`src/rtl/mem_wb_pipe_reg.sv`:
```
// mem_wb_pipe_reg: MEM/WB pipeline register with a valid/ready handshake and a one-entry skid buffer.
// Optional macro MEM_WB_FWD_EN adds the fwd_valid/fwd_dest/fwd_value forwarding tap.
// The main slot drives the outputs. The skid slot catches the one entry accepted while the
// main slot is stalled. Because of this, in_ready depends only on skid occupancy and not on out_ready.
module mem_wb_pipe_reg #(
   parameter int DATA_WIDTH = 32,
   parameter int DEST_WIDTH = 4
) (
   input  logic                  clk,
   input  logic                  rst,
   input  logic                  flush,
   input  logic                  in_valid,
   output logic                  in_ready,
   input  logic                  WB_en_in,
   input  logic                  MEM_R_en_in,
   input  logic [DATA_WIDTH-1:0] ALU_result_in,
   input  logic [DATA_WIDTH-1:0] Mem_read_value_in,
   input  logic [DEST_WIDTH-1:0] Dest_in,
   output logic                  out_valid,
   input  logic                  out_ready,
   output logic                  WB_en,
   output logic                  MEM_R_en,
   output logic [DATA_WIDTH-1:0] ALU_result,
   output logic [DATA_WIDTH-1:0] Mem_read_value,
   output logic [DEST_WIDTH-1:0] Dest,
   output logic [DATA_WIDTH-1:0] wb_value
`ifdef MEM_WB_FWD_EN
   ,
   output logic                  fwd_valid,
   output logic [DEST_WIDTH-1:0] fwd_dest,
   output logic [DATA_WIDTH-1:0] fwd_value
`endif
);
   // The payload is packed as {WB_en, MEM_R_en, ALU_result, Mem_read_value, Dest}.
   localparam int PW = 2 + 2 * DATA_WIDTH + DEST_WIDTH;
   logic          m_valid_q, m_valid_d, s_valid_q, s_valid_d;
   logic [PW-1:0] m_pl_q, m_pl_d, s_pl_q, s_pl_d, in_pl;
   logic          in_fire, m_free, m_wb, m_mr;
   assign in_pl   = {WB_en_in, MEM_R_en_in, ALU_result_in, Mem_read_value_in, Dest_in};
   assign in_ready = !s_valid_q;
   assign in_fire = in_valid & in_ready;
   // The main slot can take a new entry when it is empty or its entry leaves this cycle.
   assign m_free  = !m_valid_q | out_ready;
   assign {m_wb, m_mr, ALU_result, Mem_read_value, Dest} = m_pl_q;
   assign out_valid = m_valid_q;
   assign WB_en     = m_valid_q & m_wb;
   assign MEM_R_en  = m_valid_q & m_mr;
   assign wb_value  = MEM_R_en ? Mem_read_value : ALU_result;
`ifdef MEM_WB_FWD_EN
   assign fwd_valid = WB_en;
   assign fwd_dest  = Dest;
   assign fwd_value = wb_value;
`endif
   // Next state: flush kills both slots. A freed main slot refills from skid first, then from input.
   // A stalled main slot diverts an accepted input into skid.
   always_comb begin
      m_valid_d = m_valid_q;
      s_valid_d = s_valid_q;
      m_pl_d    = m_pl_q;
      s_pl_d    = s_pl_q;
      if (flush) begin
         m_valid_d = 1'b0;
         s_valid_d = 1'b0;
      end else if (m_free) begin
         m_valid_d = s_valid_q | in_fire;
         m_pl_d    = s_valid_q ? s_pl_q : (in_fire ? in_pl : m_pl_q);
         s_valid_d = 1'b0;
      end else if (in_fire) begin
         s_valid_d = 1'b1;
         s_pl_d    = in_pl;
      end
   end
   // State registers with synchronous active-low reset clearing valids and payloads.
   always_ff @(posedge clk) begin
      if (!rst) begin
         m_valid_q <= 1'b0;
         s_valid_q <= 1'b0;
         m_pl_q    <= '0;
         s_pl_q    <= '0;
      end else begin
         m_valid_q <= m_valid_d;
         s_valid_q <= s_valid_d;
         m_pl_q    <= m_pl_d;
         s_pl_q    <= s_pl_d;
      end
   end
endmodule

```
`config.mk`:
```
export PLATFORM = sky130hd
export DESIGN_NAME = mem_wb_pipe_reg
export DESIGN_NICKNAME = d
export VERILOG_FILES = /design/src/rtl/mem_wb_pipe_reg.sv
export SDC_FILE = /design/constraint.sdc
export NUM_CORES = 1
export LEC_CHECK = 0
export ABC_AREA = 0
export CAP_MARGIN = 20
export CELL_PAD_IN_SITES_DETAIL_PLACEMENT = 0
export CELL_PAD_IN_SITES_GLOBAL_PLACEMENT = 1
export CORE_ASPECT_RATIO = 1.2
export CORE_UTILIZATION = 40
export CTS_CLUSTER_SIZE = 28
export DETAILED_ROUTE_END_ITERATION = 16
export GPL_TIMING_DRIVEN = 0
export MAX_ROUTING_LAYER = met4
export PLACE_DENSITY_LB_ADDON = 0.1
export SLEW_MARGIN = 20
export SYNTH_ARGS = -nofsm -noshare
export SYNTH_HDL_FRONTEND = slang
export SYNTH_SLANG_ARGS = --single-unit
```
`constraint.sdc`:
```
create_clock -name clk -period 4 [get_ports clk]
set_input_delay 0.6 -clock clk [delete_from_list [all_inputs] [get_ports clk]]
set_output_delay 0.6 -clock clk [all_outputs]
set_load 0.02 [all_outputs]
```
== Yosys cells after proc, flatten, opt, wreduce, memory -nomap -nowiden ==
Cells that the tools add are included.

* Register bits after elaboration: 142
* Bits of input ports: 75
* Output and inout port bits: 104
* Word-level logic and storage cells: 22

* Muxes and demuxes: 3
* Bitwise operators: 8
* Reduce and logical (&&, ||, !) cells: 7

{| class="wikitable"
|+ Operators by type and width
! kind !! number
|-
| $mux W70 || 2
|-
| $mux W32 || 1
|-
| $reduce_and A3 Y1 || 2
|-
| $and A1 B1 Y1 || 3
|-
| $not A1 Y1 || 3
|-
| $reduce_or A3 Y1 || 1
|-
| $logic_not A1 Y1 || 2
|-
| $or A1 B1 Y1 || 2
|-
| $reduce_bool A2 Y1 || 1
|-
| $reduce_or A2 Y1 || 1
|}

== Depth between registers and ports, before layout ==
Gate-level depths: netlist (run 1).

* Word-level depth: 4
* Mapped depth: 6
* Gate-level depth less buffers: 3

== Least setup slack after synthesis (run 1) ==
No wires, ideal clock.

* Kind: register to output
* Start point: reg m_valid_q (netlist: out_valid)
* End point: out wb_value[10]
* Arrival: 1.330 ns
* Data required time: 3.400 ns
* Setup slack: 2.070 ns
* Stages on the path, launching flop included: 4
* Buffers on the path: 1
* Cell sequence: dfxtp_1 -> nand2_1 -> buf_1 -> mux2_2

* Word-level cells in the longest chain between the ends: 2

{| class="wikitable"
|+ RTL lines
! item !! RTL line !! source
|-
| start: declaration || 36 || <nowiki>logic m_valid_q, m_valid_d, s_valid_q, s_valid_d;</nowiki>
|-
| start signal: assignment || 81 || <nowiki>m_valid_q <= m_valid_d;</nowiki>
|-
| $and A1 B1 Y1 || 47 || <nowiki>assign MEM_R_en = m_valid_q & m_mr;</nowiki>
|-
| $mux W32 || 48 || <nowiki>assign wb_value = MEM_R_en ? Mem_read_value : ALU_result;</nowiki>
|-
| end: declaration || 26 || <nowiki>output logic [DATA_WIDTH-1:0] wb_value</nowiki>
|}

Every way passes these cells.

== Final worst setup path (run 1) ==
* Start point: reg m_valid_q (netlist: out_valid)
* End point: out wb_value[14]

Same word-level chain as after synthesis.

==> flow_metrics.tcl, run 1 <==
set metrics [dict create \
    diodes 0 \
    synthesis.nets 876 \
    power_density_nw_per_um2 385 \
    synth_top_area_cell "dfxtp_1" \
    maxCapViolations 0 \
    grt_max_degree 17 \
    root_buffer "clkbuf_16" \
    clockBufferDepth 2 \
    numCtsBuffers 17 \
    grt_pass1_wl_mm 30.0 \
    synthTopCellsByArea "dfxtp_1 (39%), mux2i_1 (19%), mux2_2 (16%), nand2_1 (14%), buf_4 (7.9%)" \
    required_ns 3.40 \
    dieWidth_um 126 \
    core_area_um2 17700 \
    hold_path_class "reg2reg" \
    synth_area_per_cell_um2 9.14 \
    path_class "reg2out" \
    regToRegSetupSlack_ns 2.28 \
    netlist.area_leader.share_pct 38.8 \
    status "finished, violations left" \
    portBuffers 177 \
    arrival_ns 2.75 \
    drt_iter0_drc 220 \
    clock_skew_ns 0.00624 \
    worstHoldStart "s_pl_q[58]$_SDFFE_PN0P_" \
    synth.most_common_cell "nand2_1" \
    first_pass_iters 11 \
    yosysSeqAreaShare_pct 38.8 \
    r2r_start "s_valid_q$_SDFFE_PP0P_" \
    fin_crit_ns 3.35 \
    power.leakage_uw 0.00421 \
    fin_crit_sh_pct 83.8 \
    wirelength_mm 18.7 \
    insertion_delay_ns 0.42 \
    ys_seq_elements 142 \
    die_h_um 150 \
    vias_per_cell 4.72 \
    async_flop_share_pct 0 \
    dieArea_um2 18900 \
    stdcell_count 1230 \
    drc 9 \
    ys.flop_type "dfxtp_1" \
    reg2reg_to "m_pl_q[14]$_SDFFE_PN0P_" \
    tritoncts "built" \
    vias 5802 \
    hold-path-endpoint "s_pl_q[58]$_SDFFE_PN0P_" \
    clk_pin_slew_ns 0.06 \
    yosysUniqueCellTypes 17 \
    wl_per_cell_um 15.2 \
    report.final.slew_viol_count 0 \
    setup-tns-final_ns 0 \
    crit_path_end_kind "output port" \
    place_hpwl_mm 13.5 \
    gp_congestion 0.743 \
    antenna_found_initial 0 \
    drive_above_1_share_pct 21.8 \
    worstMarginPinSlew_ns 0.858 \
    slew_headroom_pct 42.8 \
    syn_inst 801 \
    initial_core_util_pct 41.4 \
    dpl.cell_count 1198 \
    layout-area-overhead-vs-synth_pct 37.2 \
    reg2reg_depth 5 \
    hold_depth 2 \
    nets 1072 \
    post_cts_buffers 0 \
    hold_viol_final 0 \
    num_rows 53 \
    clock_sinks 142 \
    grt_pass1_vias 5645 \
    synth_edf_count 0 \
    final_util_pct 56.7 \
    setup-violations-final 0 \
    violations "design-rule violations" \
    pin_count 179 \
    hold_buffers 0 \
    synth_area_um2 7320 \
    grt_usage_pct 20.9 \
    htreeDepth 4 \
    yosys_warnings 0 \
    start_kind "register" \
    clock.fmax_ghz 0.298 \
    detail-route-antenna-nets 0 \
    fin_hold_ws_ns 0.454 \
    ys_top_cells_by_count "nand2_1 (281), dfxtp_1 (142), mux2i_1 (140)" \
    rsz0062_at_grt "no" \
    cts_resized 0 \
    overflow 0 \
    ir_worst_vdd_mv 0.271 \
    cp_max_fo 10 \
]
[flip-flops by register name (all words and copies together), names as in the netlist]
signal / flops
s_valid_q: 1
m_pl_q: 70
out_valid: 1
s_pl_q: 70
[kinds of logic after synthesis]
group / synth area share [%]
flops: 38.8
mux: 34.8
simple gates: 15.0
buf+inv: 11.3
compound gates: 0.0683
[layout by cell type, fill, tap and decap left out, drive strengths merged, types with 2 or more instances in the layout]
cell type	netlist	layout
clkinvlp	0	3
clkbuf	37	55
bufinv	0	6
dfxtp	142	142
nand2	281	281
mux2i	140	140
clkdlybuf4s50	0	177
buf	89	89
mux2	102	102
clkinv	0	4
nand2b	2	2
inv	2	3
[through the flow]
| stage | worst slack [ns] | area, um^2 | power [uW] |
|---|---|---|---|
| 2_1_floorplan | 2.07 | 7320 | 1830 |
| 3_3_place_gp | 1.09 | 9370 | 2070 |
| 3_5_place_dp | 1.10 | 9370 | 2070 |
| 4_1_cts | 0.630 | 10000 | 3910 |
| 5_1_grt | 0.547 | 10000 | 4010 |
| 6_report | 0.650 | 10000 | 3870 |
[critical path, cell delays in order, from the launching register on]
cell and delay [ns]:
dfxtp_1 0.34, nand2_1 0.32, buf_1 0.70, mux2_2 0.42
clkdlybuf4s50_1 0.55
[cell type report]
type	instances	area (um^2)
plain buffers	126	817
well taps	220	275
repair buffers	177	1770
multi-input cells	531	3650
inverters	2	7.51
clock inverters	14	239
fillers	1669	7660
flip-flops and latches	142	2840
clock buffers	18	439
[per-layer routing]
layer	share of wire [%]	wire length (um)	GRT usage, %
met4	0.72	134	5.49
met2	49	9150	34.8
met3	4.2	786	5.08
met1	46	8620	25.3
met5	0	0	-
[worst max-delay path by stage]
stage | startpoint | to | slack [ns] | cells past startpoint
2_1_floorplan | out_valid$_SDFFE_PP0P_ | wb_value[10] | 2.07 | 3
3_3_place_gp | out_valid$_SDFFE_PP0P_ | wb_value[14] | 1.09 | 4
3_5_place_dp | out_valid$_SDFFE_PP0P_ | wb_value[14] | 1.10 | 4
4_1_cts | out_valid$_SDFFE_PP0P_ | wb_value[14] | 0.63 | 4
5_1_grt | out_valid$_SDFFE_PP0P_ | wb_value[14] | 0.55 | 4
6_report | out_valid$_SDFFE_PP0P_ | wb_value[14] | 0.65 | 4
[where the power goes]
part	total (uW)	switching [uW]	internal, uW
combinational	546	249	298
clock	1830	641	1190
sequential	1490	32.8	1460
total	3870	922	2940
Note: power is estimated with default switching activity, not from simulation.
==> run 2, diff against run 1 <==
--- a/config.mk
+++ b/config.mk
@@ -10,7 +10,7 @@
 export CELL_PAD_IN_SITES_DETAIL_PLACEMENT = 0
 export CELL_PAD_IN_SITES_GLOBAL_PLACEMENT = 1
 export CORE_ASPECT_RATIO = 1.2
-export CORE_UTILIZATION = 40
+export CORE_UTILIZATION = 37
 export CTS_CLUSTER_SIZE = 28
 export DETAILED_ROUTE_END_ITERATION = 16
 export GPL_TIMING_DRIVEN = 0
==> constraint.sdc (replaced) <==
create_clock -name clk -period 3.3 [get_ports clk]
set_input_delay 0.495 -clock clk [delete_from_list [all_inputs] [get_ports clk]]
set_output_delay 0.495 -clock clk [all_outputs]
set_load 0.02 [all_outputs]
==> flow_metrics.tcl, run 2 (synthesis results as in run 1) <==
set metrics [dict create \
    critPathMaxStageDelay_ns 0.56 \
    top_regs "m_pl_q x70, s_pl_q x70" \
    post_cts_buffers 0 \
    required_ns 2.80 \
    detail-route-antenna-nets 0 \
    portBuffers 177 \
    total_power_uw 4420 \
    setup-tns-final_ns 0 \
    regToRegSetupSlack_ns 1.57 \
    maxCapViolations 0 \
    cp_top_family "buffers and inverters" \
    grt_pass1_vias 5498 \
    dieArea_um2 20400 \
    clock_sinks 142 \
    crit_chain "nand2_1, buf_1, mux2_2, clkdlybuf4s50_1" \
    hold_viol_final 0 \
    htreeDepth 4 \
    grt_usage_pct 20.1 \
    cp_num_buf_inv 2 \
    nFillCells 1994 \
    clock_skew_ns 0.0108 \
    reg2reg_depth 5 \
    ir_worst_vdd_mv 0.358 \
    worstHoldStart "rst" \
    nets 1072 \
    hold_path_class "in2reg" \
    grt_max_degree 17 \
    path_class "reg2out" \
    antenna_found_initial 0 \
    gp_congestion 0.775 \
    crit_path_end_kind "output port" \
    r2r_start "s_valid_q$_SDFFE_PP0P_" \
    wirelength_mm 19.0 \
    die_h_um 156 \
    clockBufferDepth 2 \
    initial_core_util_pct 37.6 \
    fin_crit_sh_pct 96.3 \
    layout-area-overhead-vs-synth_pct 36.9 \
    place_hpwl_mm 13.8 \
    drc 0 \
    hold_depth 3 \
    pin_count 179 \
    hold-path-endpoint "s_valid_q$_SDFFE_PP0P_" \
    worstMarginPinSlew_ns 0.739 \
    power_density_nw_per_um2 441 \
    hold_buffers 0 \
    fin_crit_ns 3.18 \
    reg2reg_to "m_pl_q[12]$_SDFFE_PN0P_" \
    wl_per_cell_um 15.0 \
    vias_per_cell 4.53 \
    arrival_ns 2.68 \
    numCtsBuffers 17 \
    grt_pass1_wl_mm 29.8 \
    setup-violations-final 0 \
    fin_ws_ns 0.123 \
    vias 5758 \
    num_rows 56 \
    rsz0062_at_grt "no" \
    power.leakage_uw 0.00417 \
    status "finished, final reports clean" \
    cp_slowest_cell "buf_1" \
    clock.fmax_ghz 0.315 \
    overflow 0 \
    report.final.slew_viol_count 0 \
    final_common_cell "nand2_1" \
    clk_pin_slew_ns 0.06 \
    tritoncts "built" \
    drt_iter0_drc 230 \
    diodes 0 \
    slew_headroom_pct 50.7 \
    start_kind "register" \
    cp_max_fo 10 \
    root_buffer "clkbuf_16" \
    dieWidth_um 130 \
    fin_hold_ws_ns 0.437 \
    drive_above_1_share_pct 21.8 \
    mostFrequentLayoutCells "nand2_1 (281), clkdlybuf4s50_1 (177), dfxtp_1 (142)" \
    place_ws_ns 0.409 \
    first_pass_iters 7 \
    final_util_pct 51.5 \
    insertion_delay_ns 0.43 \
    core_area_um2 19500 \
]
[run 2: power breakdown]
part / leakage (uW) / internal [uW] / switching (uW)
logic: 0.00274 / 361 / 302
clock network: 0.000281 / 1180 / 770
registers: 0.00115 / 1770 / 40.0
total: 0.00417 / 3310 / 1110
[run 2: worst max path at each step]
stage,startpoint,endpoint,slack [ns],cells past startpoint
floorplan,out_valid$_SDFFE_PP0P_,wb_value[10],1.47,3
global placement,out_valid$_SDFFE_PP0P_,wb_value[19],0.41,4
detailed placement,out_valid$_SDFFE_PP0P_,wb_value[19],0.41,4
CTS,out_valid$_SDFFE_PP0P_,wb_value[11],0.06,4
global route,out_valid$_SDFFE_PP0P_,wb_value[9],0.01,4
finish,out_valid$_SDFFE_PP0P_,wb_value[29],0.12,4
[run 2: timing repair]
item / CTS / global route
endpoints found under the hold margin: 0 / 0
gates resized for setup: 2 / 0
endpoints found under the setup margin: 10 / 0
[run 2: worst register-to-register path, stage by stage, from the launching register on]
cell and delay [ns]:
dfxtp_1 0.30, buf_4 0.17, clkbuf_1 0.59, mux2_2 0.42
nand2_1 0.08, mux2i_1 0.07
[run 2: layout make-up]
cell class                 instances  area [um^2]  area share [%]
multi-input combinational        531         3650            36.5
buffer                           126          825            8.23
clock inverter                    14          170            1.70
inverter                           2         7.51          0.0749
sequential                       142         2840            28.4
clock buffer                      17          425            4.24
timing repair buffer             177         1770            17.7
tap                              261          327            3.26
[run 2: stage by stage]
step           instances  instance area [um^2]
5_1_grt             1270                 10000
6_report            1270                 10000
2_1_floorplan        801                  7320
4_1_cts             1270                 10000
3_5_place_dp        1239                  9420
3_3_place_gp        1239                  9420
[run 2: per-layer routing]
metal	vias up	global-route usage, %	wire length [um]
met5	-	-	0
met4	0	6.24	218
met3	19	4.32	815
met2	122	32.4	9050
met1	2656	24.8	8940
li1	2961	-	-
